File: src/rtl/sdft_pkg.sv
// rtl/sdft_pkg.sv - shared FSM state type and width helpers for the sdft readout path
package sdft_pkg;

   typedef enum logic [2:0] {
      ST_IDLE      = 3'd0,
      ST_WAIT_CORE = 3'd1,
      ST_ADDR      = 3'd2,
      ST_CAPTURE   = 3'd3,
      ST_EMIT      = 3'd4
   } reader_state_e;

   // One extra bit keeps abs(-2^(w-1)) and the |re|+|im| sum exact.
   localparam int MAG_EXTRA_BITS = 1;

   function automatic int idx_width(input int n);
      return (n > 1) ? $clog2(n) : 1;
   endfunction

   function automatic int mag_width(input int bw);
      return bw + MAG_EXTRA_BITS;
   endfunction

endpackage

File: src/rtl/sdft_l1_mag.sv
// rtl/sdft_l1_mag.sv - registered L1 magnitude |re|+|im| of one complex bin, one-cycle latency
module sdft_l1_mag
   import sdft_pkg::*;
#(
   parameter  int bin_width = 16,
   localparam int mag_w     = mag_width(bin_width)
)(
   input  logic                        clk,
   input  logic                        reset,
   input  logic                        en,
   input  logic signed [bin_width-1:0] re,
   input  logic signed [bin_width-1:0] im,
   output logic [mag_w-1:0]            mag
);

   logic signed [mag_w-1:0] re_x, im_x;
   logic [mag_w-1:0]        re_abs, im_abs;
   logic [mag_w-1:0]        mag_q, mag_d;

   always_comb begin
      re_x   = mag_w'(re);
      im_x   = mag_w'(im);
      re_abs = re_x[mag_w-1] ? $unsigned(-re_x) : $unsigned(re_x);
      im_abs = im_x[mag_w-1] ? $unsigned(-im_x) : $unsigned(im_x);
      mag_d  = en ? (re_abs + im_abs) : mag_q;
   end

   always_ff @(posedge clk) begin
      if (reset) begin
         mag_q <= '0;
      end else begin
         mag_q <= mag_d;
      end
   end

   assign mag = mag_q;

endmodule

File: src/rtl/sdft_bin_reader.sv
// rtl/sdft_bin_reader.sv - frame readout of sdft bins as an L1-magnitude stream
// Optional peak tracker built when SDFT_READER_PEAK_EN is defined.
module sdft_bin_reader
   import sdft_pkg::*;
#(
   parameter  int freq_bins = 128,
   parameter  int bin_width = 16,
   parameter  int out_bins  = freq_bins / 2,
   localparam int idx_w     = idx_width(freq_bins),
   localparam int mag_w     = mag_width(bin_width)
)(
   input  logic                        clk,
   input  logic                        reset,
   input  logic                        frame_start,
   input  logic                        sdft_ready,
   output logic                        busy,
   output logic [idx_w-1:0]            bin_addr,
   input  logic signed [bin_width-1:0] bin_real,
   input  logic signed [bin_width-1:0] bin_imag,
   output logic [mag_w-1:0]            mag,
   output logic [idx_w-1:0]            mag_index,
   output logic                        mag_last,
   output logic                        mag_valid,
`ifdef SDFT_READER_PEAK_EN
   output logic [idx_w-1:0]            peak_index,
   output logic [mag_w-1:0]            peak_mag,
`endif
   input  logic                        mag_ready
);

   reader_state_e    state_q, state_d;
   logic [idx_w-1:0] index_q, index_d;
   logic [idx_w-1:0] mag_index_q, mag_index_d;
   logic             mag_last_q, mag_last_d;
   logic             capture, handshake;

   always_ff @(posedge clk) begin
      if (reset) begin
         state_q <= ST_IDLE;
      end else begin
         state_q <= state_d;
      end
   end

   always_comb begin
      state_d = state_q;
      case (state_q)
         ST_IDLE:      if (frame_start) state_d = ST_WAIT_CORE;
         ST_WAIT_CORE: if (sdft_ready)  state_d = ST_ADDR;
         ST_ADDR:      state_d = ST_CAPTURE;
         ST_CAPTURE:   state_d = ST_EMIT;
         ST_EMIT:      if (mag_ready)   state_d = mag_last_q ? ST_IDLE : ST_ADDR;
         default:      state_d = ST_IDLE;
      endcase
   end

   always_comb begin
      busy      = (state_q != ST_IDLE);
      mag_valid = (state_q == ST_EMIT);
      capture   = (state_q == ST_CAPTURE);
      handshake = (state_q == ST_EMIT) && mag_ready;
   end

   // Output fields load only in CAPTURE, so they stay frozen under back-pressure.
   always_comb begin
      index_d     = index_q;
      mag_index_d = mag_index_q;
      mag_last_d  = mag_last_q;
      if ((state_q == ST_IDLE) && frame_start) begin
         index_d = '0;
      end
      if (capture) begin
         mag_index_d = index_q;
         mag_last_d  = (index_q == idx_w'(out_bins - 1));
      end
      if (handshake && !mag_last_q) begin
         index_d = index_q + 1'b1;
      end
   end

   always_ff @(posedge clk) begin
      if (reset) begin
         index_q     <= '0;
         mag_index_q <= '0;
         mag_last_q  <= 1'b0;
      end else begin
         index_q     <= index_d;
         mag_index_q <= mag_index_d;
         mag_last_q  <= mag_last_d;
      end
   end

   assign bin_addr  = index_q;
   assign mag_index = mag_index_q;
   assign mag_last  = mag_last_q;

   sdft_l1_mag #(
      .bin_width (bin_width)
   ) u_l1_mag (
      .clk   (clk),
      .reset (reset),
      .en    (capture),
      .re    (bin_real),
      .im    (bin_imag),
      .mag   (mag)
   );

`ifdef SDFT_READER_PEAK_EN
   logic [mag_w-1:0] run_mag_q, run_mag_d, peak_mag_q, peak_mag_d, cand_mag;
   logic [idx_w-1:0] run_idx_q, run_idx_d, peak_idx_q, peak_idx_d, cand_idx;
   logic             take_new;

   // Strict greater-than keeps the lower index on ties; bin 0 seeds the running max.
   always_comb begin
      take_new   = (mag_index_q == '0) || (mag > run_mag_q);
      cand_mag   = take_new ? mag : run_mag_q;
      cand_idx   = take_new ? mag_index_q : run_idx_q;
      run_mag_d  = run_mag_q;
      run_idx_d  = run_idx_q;
      peak_mag_d = peak_mag_q;
      peak_idx_d = peak_idx_q;
      if (handshake) begin
         run_mag_d = cand_mag;
         run_idx_d = cand_idx;
         if (mag_last_q) begin
            peak_mag_d = cand_mag;
            peak_idx_d = cand_idx;
         end
      end
   end

   always_ff @(posedge clk) begin
      if (reset) begin
         run_mag_q  <= '0;
         run_idx_q  <= '0;
         peak_mag_q <= '0;
         peak_idx_q <= '0;
      end else begin
         run_mag_q  <= run_mag_d;
         run_idx_q  <= run_idx_d;
         peak_mag_q <= peak_mag_d;
         peak_idx_q <= peak_idx_d;
      end
   end

   assign peak_index = peak_idx_q;
   assign peak_mag   = peak_mag_q;
`else
`endif

endmodule
File: config.mk
export PLATFORM = sky130hd
export DESIGN_NAME = sdft_bin_reader
export DESIGN_NICKNAME = d
export VERILOG_FILES = /design/src/rtl/sdft_pkg.sv /design/src/rtl/sdft_l1_mag.sv /design/src/rtl/sdft_bin_reader.sv
export SDC_FILE = /design/constraint.sdc
export NUM_CORES = 1
export LEC_CHECK = 0
export ABC_CLOCK_PERIOD_IN_PS = 3500
export BUFFER_PORTS_ARGS = -buffer_cell sky130_fd_sc_hd__buf_2
export CORE_ASPECT_RATIO = 1.2
export CORE_UTILIZATION = 29
export DETAILED_ROUTE_END_ITERATION = 10
export PLACE_DENSITY = 0.57
export SLEW_MARGIN = 20
export SYNTH_ARGS = -nofsm -noshare
export SYNTH_HDL_FRONTEND = slang
export SYNTH_SLANG_ARGS = --single-unit
export TNS_END_PERCENT = 30
File: constraint.sdc
create_clock -name clk -period 3.5 [get_ports clk]
set_input_delay 0.35 -clock clk [delete_from_list [all_inputs] [get_ports clk]]
set_output_delay 0.35 -clock clk [all_outputs]
set_load 0.05 [all_outputs]
==> results.py <==
metrics = {
    "run_status": {
        "status": "complete, no violations",
    },
    "final_layout": {
        "layout-drive-gt1-share_pct": 20.1,
        "antenna_cells": 0,
        "syn2layout_area_growth_pct": 18.9,
        "nFillCells": 1003,
        "stdcell_area_um2": 3270,
        "multiInputGateArea_um2": 1940,
        "nNetsFinal": 489,
        "utilization_pct": 35.9,
        "seqCellArea_um2": 701,
    },
    "clock_tree": {
        "insertion_delay_ns": 0.29,
        "cts_setup_buffers": 0,
        "clock_sinks": 35,
        "numCtsBuffers": 5,
        "htreeDepth": 2,
        "cts_hold_buffers": 0,
        "clk_pin_slew_ns": 0.07,
        "cts_resized": 0,
        "cts_tree": "yes",
        "cts_buffer_depth": 2,
        "root_buffer": "clkbuf_8",
    },
    "worst_setup_path": {
        "crit_buf_inv": 1,
        "critPathMaxStageDelay_ns": 0.52,
        "cp.required_ns": 3.67,
        "worstSetupPathType": "in2reg",
        "reg2regPathDepth": 4,
        "r2r_end": "u_l1_mag.mag[16]",
        "arrival_ns": 2.99,
        "end_kind": "register",
        "cp_max_fo": 8,
        "cp_top_family": "compound AO/OA/AOI/OAI gates",
        "timing.rr.start": "state_q[0]",
        "cp_cell_sequence": "buf_2 > or4_4 > or3_1 > o21ai_0 > xnor2_1 > ha_1 > a21o_1 > a31o_2 > a311o_1 > xnor2_1 > o21ai_0",
        "cp-start-kind": "input pin",
        "slowest_stage": "or4_4",
        "r2r_setup_slack_ns": 1.56,
    },
    "timing": {
        "fin_ws_ns": 0.675,
        "period_share_pct": 80.7,
        "hold_viol": 0,
        "drv_slew": 0,
        "post-route-min-period_ns": 2.83,
        "fin_tns_setup_ns": 0,
        "rsz0062_at_grt": "false",
        "setup_viol": 0,
        "worst_slew_pin_slew_ns": 0.700,
        "maxSlewHeadroom_pct": 53.4,
        "timing.fmax_mhz": 354,
        "clock-skew-final_ns": 0.00817,
    },
    "placement": {
        "portBuffers": 70,
        "place_congestion": 0.838,
        "pre_cts_slack_ns": 0.385,
        "hpwl_mm": 5.52,
        "place_area_um2": 3190,
    },
    "detailed_routing": {
        "num_vias": 2775,
        "wl_mm": 6.97,
        "drt-pass1-iter-count": 4,
        "remaining_drc_errors": 0,
        "ant_nets": 0,
        "vias_per_cell": 5.02,
        "wl_per_cell_um": 12.6,
        "drt_iter0_drc": 89,
    },
    "die": {
        "die_width_um": 91.0,
        "die_h_um": 109,
        "die-area_um2": 9890,
        "coreArea_um2": 9130,
        "rows": 38,
        "io_pins": 71,
        "initial_core_util_pct": 30.2,
    },
    "grt": {
        "grt_pass1_vias": 2492,
        "grt_pass1_wl_mm": 11.5,
        "overflow": 0,
        "grt.total_usage_pct": 14.2,
        "antenna_found_initial": 0,
        "grt_max_degree": 35,
    },
    "hold_path": {
        "min_path_cells": 3,
        "min_path_type": "in2reg",
        "hp-start": "mag_ready",
        "min_to": "state_q[2]",
    },
    "logic_synthesis": {
        "synth_mux_area_share_pct": 0,
        "synth_top_cells_by_count": "nand2_1, a21oi_1, dfxtp_1",
        "yosysTopAreaCellShare_pct": 25.4,
        "synthArstFlopShare_pct": 0,
        "synthFlopType": "dfxtp_1",
        "synth-compound-area-share_pct": 24.6,
        "synthCells": 372,
        "yosysTopAreaCell": "dfxtp_1",
        "synth-adder-area-share_pct": 9.36,
        "ys_ff_latch": 35,
        "yosys_warnings": 0,
        "synth_top_family_by_area": "simple AND/OR/NAND/NOR gates",
        "synth_edf_count": 0,
        "yosysUniqueCellTypes": 53,
        "seq_area_frac_synth_pct": 25.4,
        "syn_nets": 429,
        "synthSimpleGateAreaFrac_pct": 26.1,
        "ys_top_cells_by_area": "dfxtp_1, xnor2_1, ha_1",
        "netlist_area_um2": 2750,
        "synth_most_common_cell": "nand2_1",
        "synth_xor_area_share_pct": 10.2,
        "postSynthAreaPerCell_um2": 7.40,
    },
    "power_and_ir_drop": {
        "intPower_uw": 715,
        "comb_power_share_pct": 37.9,
        "p_per_area_nw_per_um2": 342,
        "switching_share_pct": 36.1,
        "p_seq_share_pct": 36.7,
        "max-vdd-ir-drop_v": 0.000136,
        "leakagePower_nw": 1.38,
        "total_power_mw": 1.12,
        "power_frac_clock_pct": 25.4,
        "power_switching_uw": 405,
    },
    "flow_run": {
        "maxCapViolations": 0,
    },
}
## worst max-delay path by stage
stage | startpoint | to | slack [ns] | depth (start not counted)
2_1_floorplan | bin_imag[10] | u_l1_mag.mag[14] | 0.65 | 10
3_3_place_gp | bin_imag[10] | u_l1_mag.mag[14] | 0.41 | 11
5_1_grt | bin_imag[4] | u_l1_mag.mag[14] | 0.42 | 12
4_1_cts | bin_imag[10] | u_l1_mag.mag[14] | 0.68 | 11
3_5_place_dp | bin_imag[10] | u_l1_mag.mag[14] | 0.39 | 11
6_report | bin_imag[8] | u_l1_mag.mag[14] | 0.67 | 11
## area by class of cell
type / count / area share [%]
Clock buffer: 6 / 2.22
Clock inverter: 2 / 0.382
Inverter: 12 / 1.38
Multi-Input combinational cell: 307 / 59.1
Sequential cell: 35 / 21.4
Tap cell: 120 / 4.59
Timing Repair Buffer: 71 / 10.9
## cells by family (layout without fill, tap and decap cells)
logic type	count (synthesis)	in the layout
adder cells (fa/ha/maj)	20	20
AND/OR/NAND/NOR	146	146
buffers and inverters	30	91
flip-flops	35	35
XOR/XNOR	32	32
AO/OA/AOI/OAI	109	109
## tightest hold or removal path, cell delays in order
cell and delay, ns:
buf_2 0.10, nand2b_1 0.10, a21oi_1 0.06
## state kept, by name, indices dropped and copies added, names as in the netlist
name,flops
u_l1_mag.mag,17
bin_addr,7
mag_index,7
state_q,3
mag_last,1
## power groups by stage
stage	Sequential (mW)	Clock (mW)	Combinational [mW]
final	0.410	0.285	0.424
after global routing	0.411	0.313	0.472
after CTS	0.410	0.298	0.423
after detailed placement	0.420	0	0.421
after global placement	0.419	0	0.416
after floorplan	0.432	0	0.305
## cells in the final DEF, fill, tap and decap left out, drive strengths merged, types with 3 or more instances in the layout
| cell | Yosys | layout |
|---|---|---|
| buf | 4 | 71 |
| nand2 | 51 | 51 |
| a21oi | 42 | 42 |
| dfxtp | 35 | 35 |
| nor2 | 32 | 32 |
| xnor2 | 29 | 29 |
| o21ai | 26 | 26 |
| ha | 19 | 19 |
| nor3 | 12 | 12 |
| inv | 12 | 12 |
| nand3 | 10 | 10 |
| o31ai | 10 | 10 |
| nand3b | 6 | 6 |
| and3 | 6 | 6 |
| clkbuf | 14 | 6 |
| nand4 | 5 | 5 |
| a21o | 5 | 5 |
| or3 | 4 | 4 |
| nand2b | 3 | 3 |
| a21boi | 3 | 3 |
| xor2 | 3 | 3 |
| nor2b | 3 | 3 |
| a211oi | 3 | 3 |
| o211ai | 3 | 3 |
| or4 | 3 | 3 |
| o41ai | 3 | 3 |
## through the flow
stage / cells / hold slack [ns]
finish: 553 / 0.370
global placement: 545 / 0.436
CTS: 553 / 0.360
global route: 553 / 0.386
detailed placement: 545 / 0.438
floorplan: 372 / 0.473
## layer usage
metal / part of all wire, % / GRT usage, %
met1: 47 / 17.3
met2: 47 / 25.9
met3: 4.1 / 2.02
met4: 1.3 / 4.42
met5: 0 / 0
Note: power is estimated with default switching activity, not from simulation.
